$ cat src/rtl/vga_timing_pkg.sv
// 640x480@60 VGA timing constants, scan-control bundle and colour expansion helpers
// shared by the scan-out top and its delay line.
package vga_timing_pkg;

    localparam int CNT_W = 11;
    typedef logic [CNT_W-1:0] cnt_t;

    localparam cnt_t H_VISIBLE = 11'd640;
    localparam cnt_t H_FP      = 11'd16;
    localparam cnt_t H_SYNC    = 11'd96;
    localparam cnt_t H_TOTAL   = 11'd800;
    localparam cnt_t V_VISIBLE = 11'd480;
    localparam cnt_t V_FP      = 11'd10;
    localparam cnt_t V_SYNC    = 11'd2;
    localparam cnt_t V_TOTAL   = 11'd525;

    // Sync windows are half-open: [START, END).
    localparam cnt_t H_SYNC_START = H_VISIBLE + H_FP;
    localparam cnt_t H_SYNC_END   = H_SYNC_START + H_SYNC;
    localparam cnt_t V_SYNC_START = V_VISIBLE + V_FP;
    localparam cnt_t V_SYNC_END   = V_SYNC_START + V_SYNC;

    typedef struct packed {
        logic visible;
        logic hsync_n;
        logic vsync_n;
    } scan_ctrl_t;

    localparam scan_ctrl_t CTRL_RESET = '{visible: 1'b0, hsync_n: 1'b1, vsync_n: 1'b1};

    // Replicate MSBs so full-scale input maps to full-scale DAC code.
    function automatic logic [3:0] expand3(input logic [2:0] c);
        return {c, c[2]};
    endfunction

    function automatic logic [3:0] expand2(input logic [1:0] c);
        return {c, c};
    endfunction

endpackage

$ cat src/rtl/sync_delay_line.sv
// Fixed-depth shift register that re-times scan control bits so they line up
// with the colour pipeline; each bit has its own reset value.
module sync_delay_line #(
    parameter int               WIDTH     = 1,
    parameter int               DEPTH     = 1,
    parameter logic [WIDTH-1:0] RESET_VAL = '0
) (
    input  logic             clk,
    input  logic             resetN,
    input  logic [WIDTH-1:0] d_i,
    output logic [WIDTH-1:0] q_o
);

    logic [WIDTH-1:0] stage_q [DEPTH];

    // NOTE: every stage is reset, not just the output one -- these hold sync
    // levels, and an unreset stage would leak a stale pulse after reset release.
    always_ff @(posedge clk or negedge resetN) begin
        if (!resetN) begin
            for (int i = 0; i < DEPTH; i++) begin
                stage_q[i] <= RESET_VAL;
            end
        end else begin
            // NOTE: non-blocking assignments make every stage sample its
            // predecessor's old value, giving a true DEPTH-cycle shift.
            stage_q[0] <= d_i;
            for (int i = 1; i < DEPTH; i++) begin
                stage_q[i] <= stage_q[i-1];
            end
        end
    end

    assign q_o = stage_q[DEPTH-1];

endmodule

$ cat src/rtl/vga_scan_out.sv
// VGA 640x480 scan generator: free-running H/V counters drive the objects mux,
// and sync/blank are delayed to meet the mux colour at the DAC.
module vga_scan_out
    import vga_timing_pkg::*;
#(
    parameter int MUX_LATENCY = 1
) (
    input  logic        clk,
    input  logic        resetN,
    input  logic [7:0]  RGBIn,
    output logic [10:0] pixelX,
    output logic [10:0] pixelY,
    output logic        startOfFrame,
    output logic [3:0]  oVGA_R,
    output logic [3:0]  oVGA_G,
    output logic [3:0]  oVGA_B,
    output logic        oVGA_HS,
    output logic        oVGA_VS,
    output logic        oVGA_BLANK_N
);

    cnt_t       hcnt_q, hcnt_d;
    cnt_t       vcnt_q, vcnt_d;
    logic       h_wrap;
    scan_ctrl_t raw_ctrl;
    scan_ctrl_t dly_ctrl;
    logic [7:0] rgb_q;

    // NOTE: always_comb assigns every output a default before any branch so no
    // path can leave a value unassigned and infer a latch.
    always_comb begin
        h_wrap = 1'b0;
        hcnt_d = hcnt_q + 11'd1;
        vcnt_d = vcnt_q;
        if (hcnt_q == H_TOTAL - 11'd1) begin
            h_wrap = 1'b1;
            hcnt_d = '0;
        end
        if (h_wrap) begin
            vcnt_d = (vcnt_q == V_TOTAL - 11'd1) ? '0 : vcnt_q + 11'd1;
        end
    end

    always_ff @(posedge clk or negedge resetN) begin
        if (!resetN) begin
            hcnt_q <= '0;
            vcnt_q <= '0;
            rgb_q  <= '0;
        end else begin
            hcnt_q <= hcnt_d;
            vcnt_q <= vcnt_d;
            rgb_q  <= RGBIn;
        end
    end

    always_comb begin
        raw_ctrl.visible = (hcnt_q < H_VISIBLE) && (vcnt_q < V_VISIBLE);
        raw_ctrl.hsync_n = !((hcnt_q >= H_SYNC_START) && (hcnt_q < H_SYNC_END));
        raw_ctrl.vsync_n = !((vcnt_q >= V_SYNC_START) && (vcnt_q < V_SYNC_END));
    end

    // One extra stage covers the RGBIn register after the mux latency.
    sync_delay_line #(
        .WIDTH    ($bits(scan_ctrl_t)),
        .DEPTH    (MUX_LATENCY + 1),
        .RESET_VAL(CTRL_RESET)
    ) u_ctrl_dly (
        .clk   (clk),
        .resetN(resetN),
        .d_i   (raw_ctrl),
        .q_o   (dly_ctrl)
    );

    assign pixelX       = hcnt_q;
    assign pixelY       = vcnt_q;
    assign startOfFrame = (hcnt_q == H_TOTAL - 11'd1) && (vcnt_q == V_TOTAL - 11'd1);

    // Colour is forced to black outside the visible window, so blanking-time
    // RGBIn never reaches the DAC.
    assign oVGA_R       = dly_ctrl.visible ? expand3(rgb_q[7:5]) : 4'h0;
    assign oVGA_G       = dly_ctrl.visible ? expand3(rgb_q[4:2]) : 4'h0;
    assign oVGA_B       = dly_ctrl.visible ? expand2(rgb_q[1:0]) : 4'h0;
    assign oVGA_HS      = dly_ctrl.hsync_n;
    assign oVGA_VS      = dly_ctrl.vsync_n;
    assign oVGA_BLANK_N = dly_ctrl.visible;

endmodule
$ cat config.mk
export PLATFORM = sky130hd
export DESIGN_NAME = vga_scan_out
export DESIGN_NICKNAME = d
export VERILOG_FILES = /design/src/rtl/vga_timing_pkg.sv /design/src/rtl/sync_delay_line.sv /design/src/rtl/vga_scan_out.sv
export SDC_FILE = /design/constraint.sdc
export NUM_CORES = 1
export LEC_CHECK = 0
export BUFFER_PORTS_ARGS = -buffer_cell sky130_fd_sc_hd__buf_2
export CORE_MARGIN = 4
export CORE_UTILIZATION = 55
export CTS_CLUSTER_DIAMETER = 120
export DETAILED_ROUTE_END_ITERATION = 10
export PLACE_DENSITY_LB_ADDON = 0.25
export SLEW_MARGIN = 20
export SYNTH_ARGS = -nofsm -noshare
export SYNTH_HDL_FRONTEND = slang
export SYNTH_HIERARCHICAL = 1
export SYNTH_SLANG_ARGS = --single-unit
$ cat constraint.sdc
create_clock -name clk -period 2.7 [get_ports clk]
set_clock_uncertainty 0.1 [all_clocks]
set_input_delay 0.54 -clock clk [delete_from_list [all_inputs] [get_ports clk]]
set_output_delay 0.54 -clock clk [all_outputs]
set_load 0.01 [all_outputs]
---- Word-level counts from Yosys, hierarchy flattened ----
Cells that the tools add are included.
storage, ports and cells
  logic and storage cells ................. 27
  output and inout port bits .............. 38
  flip-flop bits (word level) ............. 36
operators by class
  add/subtract/negate cells ............... 2
  equality and inequality tests ........... 2
  reductions and logical operators ........ 6
  mux-type cells .......................... 6
  order comparisons ....................... 6
operators by type and width
  kind                   count
  $add 11x1->11 const B  2
  $eq 11x10->1 const B   2
  $lt 11x10->1 const B   2
  $lt 11x9->1 const B    2
  $mux 11                2
  $mux 4                 3
  $ge 11x10->1 const B   1
  $ge 11x9->1 const B    1
  $logic_and 1x1->1      4
  $logic_not 1->1        2
  $mux 1                 1

---- Longest topological paths before layout ----
  depth in word-level cells ............... 3
  depth in mapped cells ................... 7
  mapped depth without buffers ............ 5

---- Cells and area by module ----
The synthesis kept the hierarchy.
modules (own cells, without submodules)
  module           cells each  times used  seq. area each (um^2)  area an instance (um^2)
  vga_scan_out     141         1           750.7                  1,514.0
  sync_delay_line  9           1           155.1                  177.7

---- Worst setup path after synthesis ----
Ideal clock, no wire load.
  kind .................................... reg-to-output
  start ................................... register hcnt_q[0] (netlist: pixelX[0])
  end ..................................... output startOfFrame
  required time ........................... 2.060 ns
  path slack .............................. 0.834 ns
  path buffers ............................ 0
  arrival time ............................ 1.226 ns
  cell stages (with the launch flop) ...... 5
  cells stage by stage .................... dfrtp_1 ha_1 and4_2 nand3_1 nor2_1
on the way
  word-level cells in the longest chain between the ends .. 2
ends and longest elaborated chain
  what                    line                source
  from (decl)             vga_scan_out.sv:22  cnt_t hcnt_q, hcnt_d;
  from (signal assigned)  vga_scan_out.sv:50  hcnt_q <= hcnt_d;
  $eq 11x10->1            vga_scan_out.sv:76  assign startOfFrame = (hcnt_q == H_TOTAL - 11'd1) && (vcnt_q == V_TOTAL - 11'd1);
  $logic_and 1x1->1       vga_scan_out.sv:76
  to (decl)               vga_scan_out.sv:13  output logic startOfFrame,
Every way passes these cells.

---- Worst setup path in the final report ----
  start ................................... register vcnt_q[7] (netlist: pixelY[7])
  end ..................................... output startOfFrame
on the way
  word-level cells in the longest chain between the ends .. 2
ends and longest elaborated chain
  what                    line                source
  from (decl)             vga_scan_out.sv:23  cnt_t vcnt_q, vcnt_d;
  from (signal assigned)  vga_scan_out.sv:51  vcnt_q <= vcnt_d;
  $eq 11x10->1            vga_scan_out.sv:76
  $logic_and 1x1->1       vga_scan_out.sv:76
Every way passes these cells.

==> impl_metrics.py <==
metrics = {
    "run_status": {
        "status": "complete, no violations",
    },
    "floorplan": {
        "start_util": 0.593,
        "coreArea_um2": 2850,
        "die_w_um": 63.5,
        "die_area_um2": 4030,
        "ios": 48,
        "rows": 19,
        "die_height_um": 63.5,
    },
    "cts": {
        "cts_buffers": 5,
        "cts_resized": 0,
        "ctsHtreeMaxLevel": 2,
        "ctsRootBufferMaster": "clkbuf_4",
        "cts_tree": "yes",
        "post_cts_buffers": 0,
        "clock_latency_ns": 0.35,
        "clk_pin_slew_ns": 0.12,
        "cts_sinks": 36,
        "holdBufCountCts": 0,
        "clockBufferDepth": 2,
    },
    "power_and_ir_drop": {
        "powerDensity_nw_per_um2": 497,
        "worst_ir_drop_vdd_mv": 0.379,
        "p_leak_uw": 0.000927,
    },
    "yosys": {
        "netlist_instances": 150,
        "synth_seq_cells": 36,
        "yosysMostFrequentCell": "dfrtp_1",
        "synth_area_leader_cell": "dfrtp_1",
        "synth-async-reset-ratio": 1.00,
        "synth_area_um2": 1690,
        "synth_ff_type": "dfrtp_1",
        "yosys_warnings": 6,
        "yosys-top-cells-count": "dfrtp_1, nor2_1, nand3_1",
        "synth_nets": 163,
        "synth_top_area_frac": 0.473,
        "synth-edff-count": 0,
        "synth.avg_cell_area_um2": 11.3,
        "synth_area_leaders": "dfrtp_1, dfstp_2, buf_4, and2_1, xnor2_1",
        "synth_cell_type_count": 33,
        "ys_seq_area_frac": 0.536,
    },
    "setup_path": {
        "cp.required_ns": 2.06,
        "critPathCaptureType": "output port",
        "critical_path.max_stage_delay_ns": 0.46,
        "cp.arrival_ns": 1.76,
        "cp_cell_sequence": "nor4_2 -> nand4_2 -> nor2_1 -> buf_2",
        "cpMaxStageDelayCell": "dfrtp_1",
        "r2r_cells": 5,
        "path_max_fanout": 9,
        "worstSetupStartpointType": "register",
        "critPathKind": "reg -> out",
    },
    "sta": {
        "slew_viol_final": 0,
        "hold_viol_final": 0,
        "period_share": 0.890,
        "worst_slew_pin_slew_ns": 0.764,
        "relSlewSlack": 0.491,
        "rsz0062_at_grt": "no",
        "setup_viol_count_final": 0,
        "fin_tns_setup_ns": 0,
        "setup_ws_ns": 0.297,
        "max_freq_mhz": 416,
        "layout_min_cycle_time_ns": 2.40,
    },
    "layout": {
        "area_growth_pct": 13.7,
        "fin_area_um2": 1920,
        "final_nets": 205,
        "diodes": 0,
        "drive_gt1_frac": 0.347,
    },
    "detailed_routing": {
        "first_pass_iters": 5,
        "drc": 0,
        "post_drt_wl_per_cell_um": 14.3,
        "antenna_left": 0,
        "wl_mm": 3.21,
        "vias_per_cell": 5.48,
        "route.vias.total": 1227,
        "drt-initial-drc-count": 42,
    },
    "global_route": {
        "grt_overflow": 0,
        "antenna_found_initial": 0,
        "grt_max_degree": 37,
        "grt_usage": 0.175,
        "grt_pass1_wl_mm": 5.54,
        "grt_pass1_vias": 1210,
    },
    "placement": {
        "place.gp.congestion": 0.827,
        "dp_hpwl_mm": 2.32,
        "portBuffers": 47,
        "pre_cts_ws_ns": 0.669,
        "dpl_cell_area_um2": 1840,
    },
    "min_path": {
        "hp-class": "in -> async",
    },
    "job": {
        "cap_violations": 0,
    },
}
cell type report:
| cell class | instances | area [um^2] |
|---|---|---|
| clock inverter | 3 | 42.5 |
| tap | 31 | 38.8 |
| timing repair buffer | 47 | 235 |
| sequential | 36 | 906 |
| multi-input combinational | 96 | 641 |
| inverter | 6 | 22.5 |
| clock buffer | 5 | 37.5 |
| fill | 235 | 930 |
placed cells by master (no fill, tap or decap), types with 5 or more instances in the layout:
cell type	instances
clkbuf_4	5
nand4_1	7
o21ai_0	6
xnor2_1	6
nor2_1	11
dfrtp_1	32
and2_1	9
nor3_1	5
nand2_1	7
buf_2	47
xor2_1	6
inv_1	6
nand3_1	10
cell families (layout without fill, tap and decap cells):
| family | Yosys count | after routing | synth area share |
|---|---|---|---|
| adders and majority gates | 3 | 3 | 0.0222 |
| muxes | 1 | 1 | 0.00592 |
| xor gates and xnor gates | 12 | 12 | 0.0621 |
| AOI/OAI and AO/OA | 12 | 12 | 0.0407 |
| and+or+nand+nor | 68 | 68 | 0.248 |
| buffers and inverters | 18 | 61 | 0.0858 |
| DFF | 36 | 36 | 0.536 |
power by group:
group,switching (uW),leakage (uW),internal [uW]
Combinational,20.4,0.000441,13.6
Sequential,1.17,0.000446,545
Clock,182,0.0000412,193
worst paths after layout:
kind                                                      start                          end  slack [ns]
worst max-delay path                      pixelY[7]$_DFFE_PN0N_                 startOfFrame        0.30
worst min-delay path                                     resetN        pixelY[3]$_DFFE_PN0N_        0.16
worst max register to register              pixelX[0]$_DFF_PN0_        pixelY[6]$_DFFE_PN0N_        0.64
worst min register to register  u_ctrl_dly/stage_q[4]$_DFF_PN1_  u_ctrl_dly/q_o[1]$_DFF_PN1_        0.26
max in group asynchronous                                resetN          pixelX[2]$_DFF_PN0_        1.86
min in group clk                                       RGBIn[1]           rgb_q[1]$_DFF_PN0_        0.20
worst max-delay path, delay by kind of cell (launching register included):
kind | cells | cell delay [ns]
buffers and inverters | 1 | 0.15
and+or+nand+nor | 3 | 0.81
DFF | 1 | 0.46
flip-flops by register name, indices dropped and copies added, names as in the netlist:
name	flops
pixelX	11
pixelY	11
rgb_q	8
u_ctrl_dly/q_o	3
u_ctrl_dly/stage_q	3
metal layers:
metal,share of wire,GRT usage,vias up
met5,0,0,-
met4,0.015,0.0566,0
met3,0.084,0.0568,6
met2,0.45,0.279,46
met1,0.46,0.226,576
li1,-,-,599
metrics by stage:
step,util,instances,hold slack (ns),total power [uW]
global route,0.674,224,0.168,992
global placement,0.646,216,0.235,591
finish,0.674,224,0.156,956
detailed placement,0.646,216,0.237,592
CTS,0.674,224,0.173,966
floorplan,-,150,0.144,571
(Power assumes the default switching activity.)
